## config.mk

```make
export PLATFORM = sky130hd
export DESIGN_NAME = row_loader_flat
export DESIGN_NICKNAME = d
export VERILOG_FILES = /design/src/rtl/cnn_pkg.sv /design/src/rtl/row_loader_if.sv /design/src/rtl/row_loader_job_framer.sv /design/src/rtl/row_loader.sv /design/src/flat_wrapper.sv
export SDC_FILE = /design/constraint.sdc
export NUM_CORES = 1
export LEC_CHECK = 0
export ABC_AREA = 1
export CAP_MARGIN = 20
export CELL_PAD_IN_SITES_DETAIL_PLACEMENT = 1
export CELL_PAD_IN_SITES_GLOBAL_PLACEMENT = 1
export CORE_MARGIN = 5
export CORE_UTILIZATION = 37
export DETAILED_ROUTE_END_ITERATION = 8
export PLACE_DENSITY = 0.93
export SLEW_MARGIN = 0
export SYNTH_ARGS = -nofsm -noshare
export SYNTH_HDL_FRONTEND = slang
export SYNTH_SLANG_ARGS = --single-unit
export TNS_END_PERCENT = 20
```

## constraint.sdc

```tcl
create_clock -name clk -period 27.2 [get_ports clk]
set_input_delay 6.8 -clock clk [delete_from_list [all_inputs] [get_ports clk]]
set_output_delay 6.8 -clock clk [all_outputs]
set_load 0.03 [all_outputs]
```

## src/rtl/cnn_pkg.sv

```systemverilog
`default_nettype none
// ============================================================================
//  Module      : cnn_pkg
//  Description : Shared definitions for the convolution row engine and its
//                stream-side loader: default word width and job geometry,
//                the Q8.8 word type and the loader state encoding.
//  Ports       : none (package)
//  Revision    : 1.0 - initial release
// ============================================================================
package cnn_pkg;

   // Default job geometry; the row engine and loader both size from these.
   localparam int DATA_W_DEF = 16;  // Q8.8 signed word
   localparam int IN_LEN_DEF = 28;  // row samples per job
   localparam int K_DEF      = 8;   // kernel taps per job

   typedef logic signed [DATA_W_DEF-1:0] q88_t;

   typedef enum logic [2:0] {
      ST_LOAD_K = 3'd0,
      ST_LOAD_R = 3'd1,
      ST_START  = 3'd2,
      ST_WAIT   = 3'd3,
      ST_CLEAR  = 3'd4,
      ST_DRAIN  = 3'd5
   } loader_state_t;

   // Index width able to address the larger of two buffers (minimum 1 bit).
   function automatic int idx_width(input int a, input int b);
      int m;
      m = (a > b) ? a : b;
      return (m <= 2) ? 1 : $clog2(m);
   endfunction

endpackage : cnn_pkg
`default_nettype wire

```

## src/rtl/row_loader_if.sv

```systemverilog
`default_nettype none
// ============================================================================
//  Module      : row_loader_if
//  Description : Valid/ready word stream feeding the row loader.
//  Signals     : s_valid  - stream word valid         (master -> slave)
//                s_ready  - slave accepts this cycle  (slave  -> master)
//                s_data   - stream word, signed Q8.8  (master -> slave)
//                s_last   - final word of a job       (master -> slave)
//  Modports    : master (stream source), slave (row_loader)
//  Revision    : 1.0 - initial release
// ============================================================================
interface row_loader_if
   import cnn_pkg::*;
#(
   parameter int DATA_W = DATA_W_DEF
);
   logic              s_valid;
   logic              s_ready;
   logic [DATA_W-1:0] s_data;
   logic              s_last;

   modport master (output s_valid, output s_data, output s_last, input s_ready);
   modport slave  (input s_valid, input s_data, input s_last, output s_ready);

endinterface : row_loader_if
`default_nettype wire

```

## src/rtl/row_loader_job_framer.sv

```systemverilog
`default_nettype none
// ============================================================================
//  Module      : job_framer
//  Description : Word index counter and framing checker for the row loader.
//                Tracks the position of the next word inside the buffer being
//                filled, flags the expected final row word and detects
//                s_last arriving early or missing on the final word.
//  Ports       : clk, rst       - clock, asynchronous active-high reset
//                xfer_i         - a stream word transfers this cycle
//                load_k_i       - loader is filling the kernel buffer
//                load_r_i       - loader is filling the row buffer
//                last_i         - s_last of the current word
//                word_idx_o     - index of the current word in its buffer
//                kern_end_o     - current word is the last kernel tap
//                is_final_o     - current word is the expected final row word
//                early_last_o   - s_last on a transferred non-final word
//                err_len_o      - sticky framing error
//  Revision    : 1.0 - initial release
// ============================================================================
module job_framer
   import cnn_pkg::*;
#(
   parameter int K      = K_DEF,
   parameter int IN_LEN = IN_LEN_DEF,
   parameter int IDX_W  = idx_width(K_DEF, IN_LEN_DEF)
)(
   input  wire logic             clk,
   input  wire logic             rst,
   input  wire logic             xfer_i,
   input  wire logic             load_k_i,
   input  wire logic             load_r_i,
   input  wire logic             last_i,
   output logic [IDX_W-1:0]      word_idx_o,
   output logic                  kern_end_o,
   output logic                  is_final_o,
   output logic                  early_last_o,
   output logic                  err_len_o
);

   localparam logic [IDX_W-1:0] KERN_LAST = IDX_W'(K - 1);
   localparam logic [IDX_W-1:0] ROW_LAST  = IDX_W'(IN_LEN - 1);

   logic [IDX_W-1:0] idx_q, idx_d;
   logic             err_q, err_d;
   logic             kern_end, is_final, early_last, late_miss;

   always_comb begin
      kern_end   = load_k_i && (idx_q == KERN_LAST);
      is_final   = load_r_i && (idx_q == ROW_LAST);
      // Any s_last in the kernel phase is early: a job always ends on a row word.
      early_last = xfer_i && last_i && (load_k_i || (load_r_i && !is_final));
      late_miss  = xfer_i && is_final && !last_i;

      idx_d = idx_q;
      if (!(load_k_i || load_r_i)) begin
         // Outside the fill phases the index parks at 0 so a new phase
         // (including a resume straight into the row phase) starts clean.
         idx_d = '0;
      end else if (xfer_i) begin
         if (kern_end || is_final || early_last) begin
            idx_d = '0;
         end else begin
            idx_d = idx_q + IDX_W'(1);
         end
      end

      err_d = err_q | early_last | late_miss;
   end

   always_ff @(posedge clk or posedge rst) begin
      if (rst) begin
         idx_q <= '0;
         err_q <= 1'b0;
      end else begin
         idx_q <= idx_d;
         err_q <= err_d;
      end
   end

   assign word_idx_o   = idx_q;
   assign kern_end_o   = kern_end;
   assign is_final_o   = is_final;
   assign early_last_o = early_last;
   assign err_len_o    = err_q;

endmodule : job_framer
`default_nettype wire

```

## src/rtl/row_loader.sv

```systemverilog
`default_nettype none
// ============================================================================
//  Module      : row_loader
//  Description : Stream-side writer for the convolution row engine. Fills an
//                K-tap kernel buffer and an IN_LEN-sample row buffer from a
//                valid/ready word stream, starts the engine, waits for its
//                sticky done, pulses an engine clear and returns to loading.
//                Malformed jobs (s_last early or missing) raise a sticky
//                err_len and are discarded without starting the engine.
//  Ports       : clk, rst       - clock, asynchronous active-high reset
//                s_if           - stream slave (s_valid/s_ready/s_data/s_last)
//                kern_buf       - kernel taps, index 0 first received
//                row_buf        - row samples, index 0 first received
//                eng_start      - one-cycle engine start pulse
//                eng_done       - engine done level (sticky until cleared)
//                eng_clear      - one-cycle engine clear pulse
//                busy           - high from START through CLEAR
//                err_len        - sticky framing error
//                job_count      - completed jobs, wraps at 16 bits
//  Option      : ROW_LOADER_KEEP_KERNEL_EN - once a first job has completed
//                cleanly the kernel is retained; later jobs carry row words
//                only (IN_LEN words, s_last on row word IN_LEN-1).
//  Revision    : 1.0 - initial release
// ============================================================================
module row_loader
   import cnn_pkg::*;
#(
   parameter int DATA_W = DATA_W_DEF,
   parameter int IN_LEN = IN_LEN_DEF,
   parameter int K      = K_DEF
)(
   input  wire logic          clk,
   input  wire logic          rst,
   row_loader_if.slave        s_if,
   output logic [DATA_W-1:0]  kern_buf [K],
   output logic [DATA_W-1:0]  row_buf  [IN_LEN],
   output logic               eng_start,
   input  wire logic          eng_done,
   output logic               eng_clear,
   output logic               busy,
   output logic               err_len,
   output logic [15:0]        job_count
);

   localparam int IDX_W  = idx_width(K, IN_LEN);
   localparam int KIDX_W = idx_width(K, 1);
   localparam int RIDX_W = idx_width(IN_LEN, 1);

   loader_state_t     state_q, state_d;
   loader_state_t     resume_state;
   logic              ready_en_q;
   logic              busy_q;
   logic [15:0]       job_count_q;
   logic [DATA_W-1:0] kern_q [K];
   logic [DATA_W-1:0] row_q  [IN_LEN];

   logic              in_load_k, in_load_r, in_drain;
   logic              xfer;
   logic              start_c, clear_c;
   logic [IDX_W-1:0]  word_idx;
   logic              kern_end, is_final, early_last;

   // ------------------------------------------------------------------------
   // Stream handshake. ready_en_q holds s_ready low while rst is asserted
   // and for the first edge after release, even though the state register
   // already sits in LOAD_K.
   // ------------------------------------------------------------------------
   assign in_load_k     = (state_q == ST_LOAD_K);
   assign in_load_r     = (state_q == ST_LOAD_R);
   assign in_drain      = (state_q == ST_DRAIN);
   assign s_if.s_ready  = ready_en_q && (in_load_k || in_load_r || in_drain);
   assign xfer          = s_if.s_valid && s_if.s_ready;

   job_framer #(
      .K      (K),
      .IN_LEN (IN_LEN),
      .IDX_W  (IDX_W)
   ) u_framer (
      .clk          (clk),
      .rst          (rst),
      .xfer_i       (xfer),
      .load_k_i     (in_load_k),
      .load_r_i     (in_load_r),
      .last_i       (s_if.s_last),
      .word_idx_o   (word_idx),
      .kern_end_o   (kern_end),
      .is_final_o   (is_final),
      .early_last_o (early_last),
      .err_len_o    (err_len)
   );

   // ------------------------------------------------------------------------
   // Where a finished or abandoned job hands back to: kernel phase, or the
   // row phase once a kernel has been retained.
   // ------------------------------------------------------------------------
`ifdef ROW_LOADER_KEEP_KERNEL_EN
   logic kern_valid_q;

   // Set only by a job that reaches START, so a faulted first job leaves the
   // kernel marked invalid and the next job reloads it.
   always_ff @(posedge clk or posedge rst) begin
      if (rst) begin
         kern_valid_q <= 1'b0;
      end else if (state_q == ST_START) begin
         kern_valid_q <= 1'b1;
      end
   end

   assign resume_state = kern_valid_q ? ST_LOAD_R : ST_LOAD_K;
`else
   assign resume_state = ST_LOAD_K;
`endif

   // ------------------------------------------------------------------------
   // Control FSM: next state and pulse outputs.
   // ------------------------------------------------------------------------
   always_comb begin
      state_d = state_q;
      start_c = 1'b0;
      clear_c = 1'b0;
      case (state_q)
         ST_LOAD_K: begin
            if (xfer) begin
               if (early_last) begin
                  state_d = resume_state;
               end else if (kern_end) begin
                  state_d = ST_LOAD_R;
               end
            end
         end
         ST_LOAD_R: begin
            if (xfer) begin
               if (early_last) begin
                  state_d = resume_state;
               end else if (is_final) begin
                  state_d = s_if.s_last ? ST_START : ST_DRAIN;
               end
            end
         end
         ST_START: begin
            start_c = 1'b1;
            state_d = ST_WAIT;
         end
         ST_WAIT: begin
            if (eng_done) begin
               state_d = ST_CLEAR;
            end
         end
         ST_CLEAR: begin
            clear_c = 1'b1;
            state_d = resume_state;
         end
         ST_DRAIN: begin
            if (xfer && s_if.s_last) begin
               state_d = resume_state;
            end
         end
         default: begin
            state_d = ST_LOAD_K;
         end
      endcase
   end

   // ------------------------------------------------------------------------
   // State, status and counters. busy tracks the engine-owned window
   // START..CLEAR from the registered next state so it rises with eng_start.
   // ------------------------------------------------------------------------
   always_ff @(posedge clk or posedge rst) begin
      if (rst) begin
         state_q     <= ST_LOAD_K;
         ready_en_q  <= 1'b0;
         busy_q      <= 1'b0;
         job_count_q <= 16'd0;
      end else begin
         state_q    <= state_d;
         ready_en_q <= 1'b1;
         busy_q     <= (state_d == ST_START) || (state_d == ST_WAIT) ||
                       (state_d == ST_CLEAR);
         if (state_q == ST_CLEAR) begin
            job_count_q <= job_count_q + 16'd1;
         end
      end
   end

   // ------------------------------------------------------------------------
   // Operand buffers, written in place. A discarded job may leave partial
   // contents behind; the engine only looks at them between START and CLEAR.
   // ------------------------------------------------------------------------
   always_ff @(posedge clk or posedge rst) begin
      if (rst) begin
         for (int i = 0; i < K; i++) begin
            kern_q[i] <= '0;
         end
         for (int j = 0; j < IN_LEN; j++) begin
            row_q[j] <= '0;
         end
      end else if (xfer) begin
         if (in_load_k) begin
            kern_q[word_idx[KIDX_W-1:0]] <= s_if.s_data;
         end else if (in_load_r) begin
            row_q[word_idx[RIDX_W-1:0]] <= s_if.s_data;
         end
      end
   end

   generate
      for (genvar gi = 0; gi < K; gi++) begin : g_kern_out
         assign kern_buf[gi] = kern_q[gi];
      end
      for (genvar gj = 0; gj < IN_LEN; gj++) begin : g_row_out
         assign row_buf[gj] = row_q[gj];
      end
   endgenerate

   assign eng_start = start_c;
   assign eng_clear = clear_c;
   assign busy      = busy_q;
   assign job_count = job_count_q;

endmodule : row_loader
`default_nettype wire

```

## src/flat_wrapper.sv

```systemverilog
// flat-port wrapper written by rule: the top's interface ports become plain ports
module row_loader_flat import cnn_pkg::*;
#(
   parameter int DATA_W = DATA_W_DEF,
   parameter int IN_LEN = IN_LEN_DEF,
   parameter int K      = K_DEF
)
  (clk, rst, kern_buf, row_buf, eng_start, eng_done, eng_clear, busy, err_len, job_count, s_if_s_valid, s_if_s_data, s_if_s_last, s_if_s_ready);
  row_loader_if #(.DATA_W(DATA_W)) s_if_i ();
  input  wire logic clk;
  input  wire logic rst;
  output logic [DATA_W-1:0] kern_buf[K];
  output logic [DATA_W-1:0] row_buf[IN_LEN];
  output logic eng_start;
  input  wire logic eng_done;
  output logic eng_clear;
  output logic busy;
  output logic err_len;
  output logic [15:0] job_count;
  input wire logic [$bits(s_if_i.s_valid)-1:0] s_if_s_valid;
  input wire logic [$bits(s_if_i.s_data)-1:0] s_if_s_data;
  input wire logic [$bits(s_if_i.s_last)-1:0] s_if_s_last;
  output wire logic [$bits(s_if_i.s_ready)-1:0] s_if_s_ready;
  assign s_if_i.s_valid = s_if_s_valid;
  assign s_if_i.s_data = s_if_s_data;
  assign s_if_i.s_last = s_if_s_last;
  assign s_if_s_ready = s_if_i.s_ready;
  row_loader #(.DATA_W(DATA_W), .IN_LEN(IN_LEN), .K(K)) u_core (.clk(clk), .rst(rst), .s_if(s_if_i), .kern_buf(kern_buf), .row_buf(row_buf), .eng_start(eng_start), .eng_done(eng_done), .eng_clear(eng_clear), .busy(busy), .err_len(err_len), .job_count(job_count));
endmodule
```

==> reports/qor.txt, run 1 <==
largest family of logic cells by synthesized area: simple AND/OR/NAND/NOR gates
final worst path period need: 9764 ps
Sink Count: 603
syn avg cell area: 9.566 um2
Area Overhead vs Synth: 39.26%
multiplexer share of the synthesized area: 0%
worst ir drop on vdd: 0.05205 mV
cts repair resizes: 0
Post-CTS Setup Bufs: 0
Die Wd: 261.2 um
All-Layer GR Usage: 28.65%
vias in the first global route: 23.02k
CTS Buffer Depth: 3
Main synth FF type: dfrtp_1
final worst slack: 17440 ps
Final Max Slew Viols: 0
Routed WL: 102700 um
Cell Rows: 92
final hold violation count: 0
CP Launch Type: input port
CP Capture Type: asynchronous set/reset pin
Initial DRC Count: 1643
Final Cycle Share: 35.90%
CTS buffer count: 61
Ports: 618
Seq cells post-synth: 603
area of the mapped netlist: 23340 um2
layout cell share with drive strength beyond 1: 6.590%
simple-gate area share of the yosys netlist: 17.57%
nets@finish: 3025
Post-Place Setup Slack: 16290 ps
post-synth top area cell: dfrtp_1
antenna-violating nets left: 0
total power draw: 2.607 mW
Mapped Nets: 2466
Sum Neg Setup Slack: 0 ps
Seq/Total Area, Yosys: 64.65%
final setup fails: 0
antenna violations before repair: 2
global-route wire length before repair: 148500 um
Synth Instances: 2440
die area: 68200 um2
vias per cell: 5.447
YS warnings: 0
core footprint: 62740 um2
Post-synth ARST share: 100.0%
max-cap check violation count: 0
TritonCTS clock tree: done
f_max: 102.4 MHz
outcome: finished, final reports clean
Die Ht: 261.2 um
Synth Area in Compound Gates: 12.61%
top-area cell type share of the netlist area: 64.65%
crit-path max FO: 122
top cells by instance count after synthesis: nand2_1 (742), dfrtp_1 (603), o21ai_0 (320)
Post-synth EDFFs: 0
worst path required time: 27970 ps
adder-cell area share of the yosys netlist: 0.2680%
synth unique cells: 34
critical path arrival: 10530 ps
P per Cell Area: 80.21 nW/um2
via count: 21.23k
clk_skew: 27.52 ps
wire per inst: 26.34 um
worst min path class: reg2reg
Starting Density: 37.20%
Critical R2R Launch: u_core.state_q[0]
Critical path origin: rst
most common cell in the netlist: nand2_1
RSZ-0062 raised after global routing: false
DRC viols: 0
r2r setup slk: 23580 ps
critical path class: in2async
worst skew pair latency: 630 ps
xor/xnor share of the synthesized area: 0.5629%
worst hold start: u_core.row_buf[444]
routability cong.: 0.8246
Max-Slew Margin vs Limit: 22.97%
largest net degree at the start of global routing: 154
Post-DP HPWL: 67200 um
Synth area leaders: dfrtp_1 (65%), nand2_1 (12%), o21ai_0 (6.9%)
fill cell total of the finished layout: 6904
port bufs: 617
total gr overflow: 0
hold_buf cts: 0
Root Driver: clkbuf_16
DRT Pass-1 Iters: 5
worst slew pin tran: 1148 ps
Worst-path clk slew: 60 ps
H-tree Lvls: 2
leakage power: 15.94 nW
-- worst paths after layout --
kind,cells after the start,to
max,6,u_core.row_buf[405]
min,2,u_core.row_buf[444]
max reg2reg,10,u_core.row_buf[323]
min reg2reg,2,u_core.row_buf[444]
max in group clk,9,u_core.row_buf[323]
min in group asynchronous,2,u_core.job_count[15]
-- metrics by stage --
| step | cells | hold slack, ps | utilization (%) | cell area (um2) |
|---|---|---|---|---|
| 2_1_floorplan | 2440 | 538.3 | - | 23340 |
| 3_3_place_gp | 3769 | 462.4 | 47.92 | 30060 |
| 3_5_place_dp | 3770 | 468.4 | 47.95 | 30080 |
| 4_1_cts | 3884 | 482.2 | 51.39 | 32240 |
| 5_1_grt | 3898 | 493.1 | 51.81 | 32500 |
| 6_report | 3898 | 479.1 | 51.81 | 32500 |
-- metal layers --
| metal | up-vias | GRT usage (%) | part of all wire, % | wire length (um) |
|---|---|---|---|---|
| met3 | 306 | 8.446 | 8.5 | 8736 |
| met5 | - | 0 | 0 | 0 |
| met4 | 0 | 15.61 | 6.2 | 6395 |
| met1 | 10930 | 32.99 | 37 | 37690 |
| li1 | 8996 | - | - | - |
| met2 | 1001 | 48.22 | 49 | 49870 |
-- worst max-delay path, stage by stage --
cell and delay [ps]:
clkdlybuf4s50_1 490, inv_8 610, buf_4 790, buf_4 910
buf_4 360, buf_16 330
-- layout make-up --
class	instances	area, um2	share of cell area, %
Multi-Input combinational cell	1617	7256	22.32
Inverter	46	181.4	0.5582
Clock buffer	88	1829	5.628
Sequential cell	603	15090	46.42
Tap cell	846	1059	3.257
Clock inverter	26	330.3	1.016
Timing Repair Buffer	670	6754	20.78
Antenna cell	2	5.005	0.01540
-- flip-flops by register name (all words and copies together), names as in the netlist --
signal                      cells
u_core.ready_en_q               1
u_core.job_count               16
u_core.u_framer.word_idx_o      5
u_core.state_q                  3
u_core.kern_buf               128
u_core.busy                     1
u_core.u_framer.err_len_o       1
u_core.row_buf                448
-- kinds of logic after synthesis --
kind of cell | Yosys count
adder cells (fa/ha/maj) | 5
flip-flops | 603
buffers and inverters | 220
XOR/XNOR | 15
other | 1
AO/OA/AOI/OAI | 585
AND/OR/NAND/NOR | 1011
-- layout by cell type (no fill, tap or decap), types with 24 or more instances in the layout --
cell type,n
a21oi_1,177
buf_4,40
clkbuf_16,62
clkdlybuf4s50_1,617
dfrtp_1,603
inv_1,24
nand2_1,742
nor2_1,203
o21ai_0,320
o21ai_1,83
-- power breakdown --
| group | switching, mW | internal [mW] |
|---|---|---|
| clock | 0.381 | 0.525 |
| sequential | 0.0755 | 0.996 |
| combinational | 0.415 | 0.215 |
(Power assumes the default switching activity.)
==> run 2, diff against run 1 <==
clock period = 9.1 ns   (was 27.2 ns; I/O delays follow)
==> run 2 against run 1 <==
Against the previous run:
- register-to-register slack got worse by 18000 ps
- sequential share of layout area is 0.055 points lower
- non-clock buffer count shrank 2
- final area increased by 0.12%
- worst hold slack better by 1.1 ps
- via count fell by 0.39%
- die area stayed put
- sequential cell count is the same
- first-iteration DRC count increased by 10%
- sequential power rose to 3.0 times the previous value
- power rose to 3.0 times the previous value
- routed wire length fell by 0.85%
- largest power group unchanged
==> reports/qor.txt, run 2 (synthesized netlist as in run 1, its figures left out) <==
most common cell after layout, fill and taps aside: nand2_1 (unchanged)
critical path arrival: 5370 ps (was 10530 ps)
CP Launch Type: input port (unchanged)
wire per inst: 26.09 um (was 26.34 um)
core footprint: 62740 um2 (unchanged)
r2r setup slk: 5780 ps (was 23580 ps)
Critical path origin: s_if_s_valid (was rst)
cell family with most CP delay: simple AND/OR/NAND/NOR gates (was buffers and inverters)
worst slew pin tran: 1184 ps (was 1148 ps)
f_max: 206.8 MHz
via count: 21.15k (was 21.23k)
Routed WL: 101800 um (was 102700 um)
RSZ-0062 raised after global routing: false (unchanged)
DRT Pass-1 Iters: 5 (unchanged)
WP buf/inv: 3 (was 6)
crit-path max FO: 170 (was 122)
routability cong.: 0.8170 (was 0.8246)
CTS buffer count: 66 (was 61)
Sink Count: 603 (unchanged)
die area: 68200 um2 (unchanged)
Ports: 618 (unchanged)
Die Ht: 261.2 um (unchanged)
antenna violations before repair: 3 (was 2)
CP Capture Type: flop (was asynchronous set/reset pin)
worst skew pair latency: 610 ps (was 630 ps)
R2R cell count: 8 (was 10)
Final Non-Filler Cells: 3902 (was 3898)
critical path class: in2reg (was in2async)
final worst slack: 4265 ps (was 17440 ps)
final setup fails: 0 (unchanged)
global-route wire length before repair: 148500 um (about the same)
total gr overflow: 0 (unchanged)
Final Cycle Share: 53.13%
Initial DRC Count: 1813 (was 1643)
slowest cell on the critical path: nor2_2 (was buf_4)
All-Layer GR Usage: 28.73% (was 28.65%)
Final Max Slew Viols: 0 (unchanged)
worst hold start: u_core.row_buf[81] (was u_core.row_buf[444])
crit path to: u_core.row_buf[120] (was u_core.row_buf[405])
layout cell share with drive strength beyond 1: 6.389% (was 6.590%)
H-tree Lvls: 3 (was 2)
cts repair resizes: 0 (unchanged)
vias in the first global route: 23.30k (was 23.02k)
CP peak stage delay: 860 ps (was 910 ps)
commonest cells after routing, fill and taps aside: nand2_1 (742), clkdlybuf4s50_1 (617), dfrtp_1 (603), o21ai_0 (320), nor2_1 (203) (unchanged)
worst path required time: 9630 ps (was 27970 ps)
cell area after placement: 30130 um2 (was 30080 um2)
Starting Density: 37.20% (unchanged)
worst ir drop on vdd: 0.1090 mV (was 0.05205 mV)
Die Wd: 261.2 um (unchanged)
CTS Buffer Depth: 3 (unchanged)
Post-Place Cells: 3769 (was 3770)
worst hold slack: 480.2 ps (was 479.1 ps)
Post-DP HPWL: 67870 um (was 67200 um)
worst min path class: reg2reg (unchanged)
outcome: finished, final reports clean (unchanged)
Worst-path clk slew: 70 ps (was 60 ps)
port bufs: 617 (unchanged)
Cell Rows: 92 (unchanged)
final worst path period need: 4835 ps
Largest register FFs: 448 (unchanged)
worst-path cell chain: clkdlybuf4s50_1, nand3_2, clkinv_2, nand2_8, buf_12, nor2_2, nand2_1, nand2_1 (was clkdlybuf4s50_1, inv_8, buf_4, buf_4, buf_4, buf_16)
nets@finish: 3028 (was 3025)
final hold violation count: 0 (unchanged)
vias per cell: 5.420 (was 5.447)
Critical R2R Launch: u_core.state_q[2] (was u_core.state_q[0])
crit-path most repeated cell: nand2_1 (was buf_4)
clk_skew: 28.89 ps (was 27.52 ps)
DRC viols: 0 (unchanged)
Post-Place Setup Slack: 3796 ps (was 16290 ps)
design area: 32540 um2 (was 32500 um2)
Max-Slew Margin vs Limit: 20.58% (was 22.97%)
largest net degree at the start of global routing: 171 (was 154)
Sum Neg Setup Slack: 0 ps (unchanged)
Post-CTS Setup Bufs: 0 (unchanged)
leakage power: 15.97 nW (was 15.94 nW)
TritonCTS clock tree: done (unchanged)
max-cap check violation count: 0 (unchanged)
P per Cell Area: 240.1 nW/um2 (was 80.21 nW/um2)
Reg-to-Reg End: u_core.row_buf[120] (was u_core.row_buf[323])
Area Overhead vs Synth: 39.43% (was 39.26%)
fill cell total of the finished layout: 6855 (was 6904)
Root Driver: clkbuf_16 (unchanged)
antenna-violating nets left: 0 (unchanged)
CP Depth: 8 (was 6)
hold_buf cts: 0 (unchanged)
-- run 2: final cells by class --
type                    count  area (um2)  area share (%)
multi-input cells        1617        7256           22.30
diodes                      4       10.01         0.03076
inverters                  46       177.7          0.5460
clock buffers             101        2007           6.167
clock inverters            17       190.2          0.5844
flip-flops and latches    603       15090           46.37
well taps                 846        1059           3.253
repair buffers            668        6754           20.75
-- run 2: worst min path at each step --
| stage | cells past startpoint | slack, ps | to |
|---|---|---|---|
| after detailed placement | 1 | 460 | u_core.u_framer.err_len_o |
| final | 2 | 480 | u_core.row_buf[81] |
| after CTS | 2 | 480 | u_core.row_buf[81] |
| after global placement | 2 | 460 | u_core.row_buf[110] |
| after global routing | 1 | 510 | u_core.u_framer.err_len_o |
| after floorplan | 2 | 540 | u_core.u_framer.word_idx_o[1] |
-- run 2: stage by stage --
stage,power [mW],utilization [%]
after global placement,4.975,47.98
after global routing,8.099,51.87
after detailed placement,5.077,48.02
final,7.815,51.87
after CTS,7.846,51.53
after floorplan,4.162,-
-- run 2: where the power goes --
| part | switching, mW | internal (mW) | total [mW] |
|---|---|---|---|
| logic | 1.23 | 0.644 | 1.87 |
| clock network | 1.15 | 1.59 | 2.74 |
| registers | 0.219 | 2.98 | 3.20 |
-- run 2: tightest hold or removal path: stages, from the launching register on --
cell and delay, ps:
dfrtp_1 340, o21ai_1 60, nand2_1 50
-- run 2: per-layer routing --
metal	track usage (%)	wire length (um)
met3	7.530	7934
met2	47.29	48940
met5	0	0
met4	17.82	6997
met1	33.67	37940
==> run 3, diff against run 2 <==
CORE_UTILIZATION = 33   (was 37)
PLACE_DENSITY = 0.88   (was 0.93)
clock period = 4.35 ns   (was 9.1 ns; I/O delays follow)
==> run 3 against run 2 <==
Against the previous run:
- first-iteration DRC count is 26% lower
- clock skew shrank 5.5 ps
- combinational power grew 110%
- critical endpoint is now eng_clear
==> reports/qor.txt, run 3 (synthesized netlist as in run 1, its figures left out) <==
outcome: finished, final reports clean (unchanged)
crit-path max FO: 6 (was 170)
critical path class: reg2out (was in2reg)
Final Max Slew Viols: 0 (unchanged)
commonest cells after routing, fill and taps aside: nand2_1 (742), clkdlybuf4s50_1 (617), dfrtp_1 (603), o21ai_0 (320), nor2_1 (203) (unchanged)
Reg power frac: 40.5% (was 40.9%)
wire per inst: 24.76 um (was 26.09 um)
CP Launch Type: flop (was input port)
Hold Path Stages: 2 (unchanged)
final hold violation count: 0 (unchanged)
final setup fails: 0 (unchanged)
Post-DP HPWL: 68470 um (was 67870 um)
die area: 76150 um2 (was 68200 um2)
worst min path class: reg2reg (unchanged)
fill cell total of the finished layout: 7878 (was 6855)
Post-CTS Setup Bufs: 0 (unchanged)
Routed WL: 99300 um (was 101800 um)
H-tree Lvls: 3 (unchanged)
final worst path period need: 3617 ps
via count: 20.74k (was 21.15k)
most common cell after layout, fill and taps aside: nand2_1 (unchanged)
layout cell share with drive strength beyond 1: 7.073% (was 6.389%)
Sequential Area: 15090 um2 (unchanged)
Die Wd: 275.9 um (was 261.2 um)
internal power: 11.05 mW (was 5.213 mW)
CTS buffer count: 68 (was 66)
TritonCTS clock tree: done (unchanged)
R2R cell count: 6 (was 8)
nets@finish: 3047 (was 3028)
clock power share: 36.0% (was 35.1%)
Starting Density: 33.27% (was 37.20%)
worst ir drop on vdd: 0.3263 mV (was 0.1090 mV)
Die Ht: 275.9 um (was 261.2 um)
critical path arrival: 2530 ps (was 5370 ps)
Max-Slew Margin vs Limit: 22.60% (was 20.58%)
core footprint: 70150 um2 (was 62740 um2)
total net switching power: 5.441 mW (was 2.602 mW)
total gr overflow: 0 (unchanged)
Largest register FFs: 448 (unchanged)
clk_skew: 23.44 ps (was 28.89 ps)
Final Non-Filler Cells: 4010 (was 3902)
DRT Pass-1 Iters: 5 (unchanged)
sw frac: 32.99% (was 33.30%)
Area Overhead vs Synth: 40.42% (was 39.43%)
combinational group share of total power: 23.5% (was 24.0%)
RSZ-0062 raised after global routing: false (unchanged)
worst skew pair latency: 610 ps (about the same)
hold_buf cts: 0 (unchanged)
port bufs: 617 (unchanged)
antenna-violating nets left: 0 (unchanged)
Post-Place Setup Slack: 913.0 ps (was 3796 ps)
total power draw: 16.49 mW (was 7.815 mW)
DRC viols: 0 (unchanged)
share of the core filled with cells: 46.72% (was 51.87%)
Worst-path clk slew: 60 ps (was 70 ps)
routability cong.: 0.8158 (was 0.8170)
Post-Place Cells: 3891 (was 3769)
final worst slack: 732.7 ps (was 4265 ps)
antenna violations before repair: 3 (unchanged)
f_max: 276.5 MHz
CP Capture Type: primary output (was flop)
global-route wire length before repair: 145200 um (was 148500 um)
leakage power: 16.05 nW (was 15.97 nW)
cts repair resizes: 0 (unchanged)
worst hold slack: 478.9 ps (was 480.2 ps)
P per Cell Area: 503.2 nW/um2 (was 240.1 nW/um2)
All-Layer GR Usage: 25.25% (was 28.73%)
Root Driver: clkbuf_16 (unchanged)
area of the multi-input gates: 7256 um2 (unchanged)
worst slew pin tran: 1154 ps (was 1184 ps)
Sink Count: 603 (unchanged)
CTS Buffer Depth: 3 (unchanged)
Ports: 618 (unchanged)
worst path required time: 3260 ps (was 9630 ps)
max-cap check violation count: 0 (unchanged)
Final Cycle Share: 83.16%
Initial DRC Count: 1340 (was 1813)
Cell Rows: 97 (was 92)
vias per cell: 5.172 (was 5.420)
largest net degree at the start of global routing: 108 (was 171)
vias in the first global route: 22.25k (was 23.30k)
-- run 3: cell count changes in the layout (fill, tap and decap cells not counted) --
cell and delta:
buf_4 +26, buf_8 -7, clkbuf_1 -6, buf_16 -4, bufinv_16 +3, buf_12 +2, clkbuf_8 -2, clkinvlp_4 +2
diode_2 -2, clkinv_16 +1, clkinv_2 +1, clkinv_4 -1, clkinv_8 +1
-- run 3: metrics by stage --
stage | TNS (ps) | instance area [um2]
floorplan | -2992500 | 23340
global placement | 0 | 30470
detailed placement | 0 | 30470
CTS | 0 | 32770
global route | 0 | 32770
finish | 0 | 32770
-- run 3: final cells by class --
cell class              count  share of cell area, %
flip-flops and latches    603                  46.04
multi-input cells        1617                  22.14
repair buffers            685                  20.67
clock buffers              93                  5.971
well taps                 940                  3.589
clock inverters            24                  1.031
inverters                  46                 0.5421
diodes                      2                0.01527
-- run 3: layer usage --
layer  routed length [um]  track usage [%]  vias to the layer above
li1                     -                -                     9036
met1                38110            30.19                    10590
met2                48360            42.66                      852
met3                 8004            7.156                      261
met4                 4826            11.16                        0
met5                    0                0                        -
-- run 3: worst paths after layout --
check	from	end	slack [ps]
worst max-delay path	u_core.state_q[1]	eng_clear	730
worst min-delay path	u_core.row_buf[444]	u_core.row_buf[444]	480
worst max register to register	u_core.u_framer.word_idx_o[1]	u_core.row_buf[105]	1430
worst min register to register	u_core.row_buf[444]	u_core.row_buf[444]	480
max in group asynchronous	rst	u_core.row_buf[247]	2270
min in group asynchronous	rst	u_core.row_buf[76]	970
-- run 3: power by group through the flow --
| stage | logic, mW | clock network, mW | registers (mW) |
|---|---|---|---|
| after floorplan | 0.840 | 0 | 7.87 |
| after global placement | 3.73 | 0 | 6.71 |
| after detailed placement | 3.88 | 0 | 6.76 |
| after CTS | 3.92 | 6.03 | 6.67 |
| after global routing | 4.11 | 6.28 | 6.74 |
| final | 3.88 | 5.94 | 6.67 |
-- run 3: critical path: stages, from the launching register on --
cell             delay, ps
dfrtp_1                400
inv_1                  130
nand3_1                390
inv_1                  290
clkdlybuf4s50_1        710
